$ cat src/rtl/store_rmw_ctrl.sv
// CPU-to-DRAM store/load controller: sub-word stores do a read-modify-write, loads return the raw word.
// Latency: error +1, word store +2, sub-word store/load +3; ready is low while busy and requests are not queued.
module store_rmw_ctrl (
   input  logic        clk,
   input  logic        rst,
   input  logic        req,
   input  logic        we,
   input  logic [1:0]  op,
   input  logic [31:0] addr,
   input  logic [31:0] wdata,
   output logic        ready,
   output logic        done,
   output logic        err,
   output logic [31:0] rdata,
   output logic [31:0] dram_addr,
   output logic        dram_we,
   output logic [31:0] dram_wd,
   input  logic [31:0] dram_rd
);

   typedef enum logic [2:0] {IDLE, RD, WR, CAP, RESP} state_t;

   state_t      state, state_nxt;
   logic        we_q;
   logic [1:0]  op_q;
   logic [31:0] addr_q;
   logic [31:0] wdata_q;
   logic        err_q;
   logic        misalign;
   logic        accept;
   logic [31:0] merged;

   assign misalign = (op == 2'b11) ||
                     (op == 2'b01 && addr[0]) ||
                     (op == 2'b10 && addr[1:0] != 2'b00);
   assign accept   = req && (state == IDLE);

   always_ff @(posedge clk) begin
      if (rst) begin
         state   <= IDLE;
         we_q    <= 1'b0;
         op_q    <= 2'b00;
         addr_q  <= 32'h0;
         wdata_q <= 32'h0;
         err_q   <= 1'b0;
         rdata   <= 32'h0;
      end else begin
         state <= state_nxt;
         if (accept) begin
            we_q    <= we;
            op_q    <= op;
            addr_q  <= addr;
            wdata_q <= wdata;
            err_q   <= misalign;
         end
         // dram_rd here reflects the address presented during RD
         if (state == CAP) begin
            rdata <= dram_rd;
         end
      end
   end

   always_comb begin
      state_nxt = state;
      case (state)
         IDLE: begin
            if (req) begin
               if (misalign)                  state_nxt = RESP;
               else if (we && op == 2'b10)    state_nxt = WR;
               else                           state_nxt = RD;
            end
         end
         RD:      state_nxt = we_q ? WR : CAP;
         WR:      state_nxt = RESP;
         CAP:     state_nxt = RESP;
         RESP:    state_nxt = IDLE;
         default: state_nxt = IDLE;
      endcase
   end

   // Lane merge of the word fetched in RD; word stores bypass the read
   always_comb begin
      merged = dram_rd;
      case (op_q)
         2'b00:   merged[{addr_q[1:0], 3'b000} +: 8]  = wdata_q[7:0];
         2'b01:   merged[{addr_q[1], 4'b0000} +: 16]  = wdata_q[15:0];
         default: merged = wdata_q;
      endcase
   end

   assign ready     = (state == IDLE);
   assign done      = (state == RESP);
   assign err       = done && err_q;
   assign dram_we   = (state == WR);
   assign dram_wd   = (state == WR) ? merged : 32'h0;
   assign dram_addr = (state != IDLE) ? {addr_q[31:2], 2'b00} : 32'h0;

endmodule
$ cat config.mk
export PLATFORM = sky130hd
export DESIGN_NAME = store_rmw_ctrl
export DESIGN_NICKNAME = d
export VERILOG_FILES = /design/src/rtl/store_rmw_ctrl.sv
export SDC_FILE = /design/constraint.sdc
export NUM_CORES = 1
export LEC_CHECK = 0
export CORE_MARGIN = 4
export CORE_UTILIZATION = 44
export CTS_CLUSTER_DIAMETER = 200
export CTS_CLUSTER_SIZE = 16
export DETAILED_ROUTE_END_ITERATION = 8
export PLACE_DENSITY = 0.8
export SETUP_SLACK_MARGIN = 0.4
export SYNTH_ARGS = -nofsm -noshare
export SYNTH_HDL_FRONTEND = slang
export SYNTH_SLANG_ARGS = --single-unit
$ cat constraint.sdc
create_clock -name clk -period 3.4 [get_ports clk]
set_input_delay 0.68 -clock clk [delete_from_list [all_inputs] [get_ports clk]]
set_output_delay 0.68 -clock clk [all_outputs]
set_load 0.1 [all_outputs]
==> results by group <==
Setup path
  – Critical path class: register to primary output
  – Worst Setup SP: addr_q[1]
  – R2r worst-path depth: 4
  – Crit-path max FO: 8
  – Critical Path Sink Type: primary output
  – Crit path DAT: around 2.3 ns
  – Worst Setup Start Kind: register
  – Worst EP required: roughly 2.7 ns
  – FF-to-FF Start: state[2]

Die
  – Core area: roughly 12000 µm²
  – Initial Util: 45.5%
  – Core Rows: 39
  – Die footprint: approximately 14000 µm²
  – Die width: 117 µm
  – Die height: approximately 120 µm
  – IO Pins: 202

Power and ir drop
  – Net Sw Frac: 31.9%
  – P per Cell Area: 381 nW/µm²
  – Total Power: between 3 and 4 mW
  – Seq pwr share: 41.9%
  – P_sw: 1.01 mW
  – Power share of the clock group: about a third
  – Int Pwr: 2.16 mW
  – Logic pwr share: 24.8%
  – Worst VDD drop: 292 µV
  – Leakage Power: 2.86 nW

Global route
  – Global Route Usage Sum: 25.9%
  – Initial antenna violation count: 0
  – Total grt overflow: 0
  – First-pass GRT wire length: about 30 mm
  – Largest net degree at the start of global routing: 72
  – Number of global-route vias before repair: ~5.7k

Timing
  – Fmax achieved: 339 MHz
  – Least-Margin Pin Slew: 1.04 ns
  – Rel. slew slack: 30.3%
  – Endpoints failing hold: 0
  – RSZ-0062 raised after global routing: no
  – Max-slew violations: 0
  – Setup violators final: 0
  – Setup TNS: 0 ns
  – Period utilization: 86.6%
  – Post-layout min period: 2.95 ns
  – Clk_skew: around 0.0062 ns

Detailed routing
  – Final wirelength: about 18 mm
  – Routed len/inst: 18.1 µm
  – Vias per cell: 5.73
  – Vias: 5739
  – Drc violations: 0
  – 1st-iter DRT viols: between 300 and 400
  – Drt pass-1 iters: 5
  – Post-DRT Antenna Nets: 0

Yosys
  – Synth unique cells: 39
  – Post-synthesis register bit count: around 100
  – Dominant cells by area after synthesis: dfxtp_1 39%, nand2_1 14%, a21oi_1 9.9%
  – Seq/Total Area, Yosys: 39.2%
  – Synth warn: 0
  – Avg Inst Size Synth: 7.61 µm²
  – Share of the synthesized area in the top cell type: 39.2%
  – Cells after synthesis: around 700
  – Yosys top cell by area: dfxtp_1
  – Netlist Area Pre-Place: 5260 µm²

Clock tree
  – Postcts setup bufs: 0
  – Clk Latency, worst-skew pair: about 0.35 ns
  – H-tree levels: 3
  – Clk sinks: 103
  – CTS tree: built
  – CTS clk-pin slew, worst paths: about 0.07 ns
  – Root Driver: clkbuf_16
  – Clock buffer count from CTS: 9
  – Max clock buf depth: 2

Cells and area
  – Antenna fix cells: 0
  – Share of layout cells above drive strength 1: 20.7%
  – Final net count: 961
  – Fillcell total: 905
  – Area growth syn-to-layout: 58.3%

Outcome
  – Status: complete, no violations

Hold path
  – Hold_sp: rdata[25]
  – Hold path cells: 2
  – Worst hold path class: register to register

Placement
  – I/O Buffers: 199
  – Detailed Place HPWL: 13.2 mm
  – Routability cong.: ~0.85

Flow run
  – Max cap viols: 0
[power by group through the flow]
stage	combinational, mW	sequential [mW]	clock, mW
after floorplan	0.530	1.33	0
after global placement	0.768	1.35	0
after detailed placement	0.780	1.36	0
after CTS	0.783	1.33	1.08
after global routing	0.842	1.34	1.13
final	0.788	1.33	1.06
[critical path, stage by stage (launching register included)]
cell,delay (ns)
dfxtp_4,0.39
inv_2,0.07
ha_4,0.25
nor4bb_2,0.31
buf_4,0.24
o31ai_1,0.12
a211oi_4,0.31
buf_12,0.21
[flip-flops by register name, summed over array words and instances, names as in the netlist]
register	count
err_q	1
addr_q	32
rdata	32
state	3
we_q	1
op_q	2
wdata_q	32
[synthesized netlist by cell type, drive strengths merged]
cell type and instances:
ha 5, or4b 1, nand2b 1, clkbuf 45
nor3 3, nor2 8, nor3b 2, buf 22
nand4 1, or3b 2, a211oi 16, nor2b 42
mux2 16, nor4b 2, and4b 8, o22ai 24
inv 8, a32oi 24, nor4bb 1, a22oi 16
and2 10, o31ai 8, and3b 1, or2 3
a21oi 104, o211ai 9, nand3b 3, conb 1
dfxtp 103, nand2 199, or3 3
[layout by cell type, fill, tap and decap left out, drive strengths merged, types with 3 or more instances in the layout]
cell / count
nand2: 199
clkdlybuf4s50: 126
a21oi: 104
dfxtp: 103
buf: 92
nor2b: 42
a32oi: 24
o22ai: 24
mux2: 16
a22oi: 16
a211oi: 16
clkbuf: 12
and2: 10
o211ai: 9
inv: 9
and4b: 8
nor2: 8
o31ai: 8
ha: 5
or2: 3
nand3b: 3
or3: 3
nor3: 3
[cell type report]
cell class | instances | area (µm²) | share of cell area (%)
Clock buffer | 12 | 246 | 2.96
Clock inverter | 4 | 53.8 | 0.646
Inverter | 8 | 30.0 | 0.361
Multi-Input combinational cell | 514 | 3370 | 40.5
Sequential cell | 103 | 2070 | 24.9
Tap cell | 143 | 179 | 2.15
Timing Repair Buffer | 218 | 2380 | 28.5
[metrics by stage]
stage                     worst slack (ns)  util (%)  cell area [µm²]  hold WS [ns]  cells
after floorplan                      0.345         -             5780         0.432    692
after global placement               0.589      69.2             8000         0.438    986
after detailed placement             0.584      69.2             8000         0.443    986
after CTS                            0.434      71.9             8310         0.453   1002
after global routing                 0.301      72.0             8330         0.467   1002
final                                0.454      72.0             8330         0.452   1002
[worst paths after layout]
path | endpoint | slack [ns]
min reg2reg | rdata[25] | 0.45
max reg2reg | err_q | 1.42
max | dram_wd[0] | 0.45
min | rdata[25] | 0.45
[timing repair]
action                     in CTS  in global routing
pin swaps                       0                  1
hold buffers                    0                  0
gates resized for setup         4                  5
setup endpoints to repair      25                 25
hold endpoints to repair        0                  0
[layer usage]
layer  vias up  share of wire [%]  GRT usage, %
li1       2726                  -             -
met1      2713                 41          31.8
met2       265                 47          42.8
met3        35                9.0          7.99
met4         0                2.3          9.46
met5         -                  0             0
[kinds of logic after synthesis]
family | synth area share, %
AND/OR/NAND/NOR | 26.0
buffers and inverters | 6.28
flip-flops | 39.2
AO/OA/AOI/OAI | 23.9
other | 0.0713
multiplexers | 3.43
adder cells (fa/ha/maj) | 1.19
No activity file was read; power rests on OpenSTA's default activity.
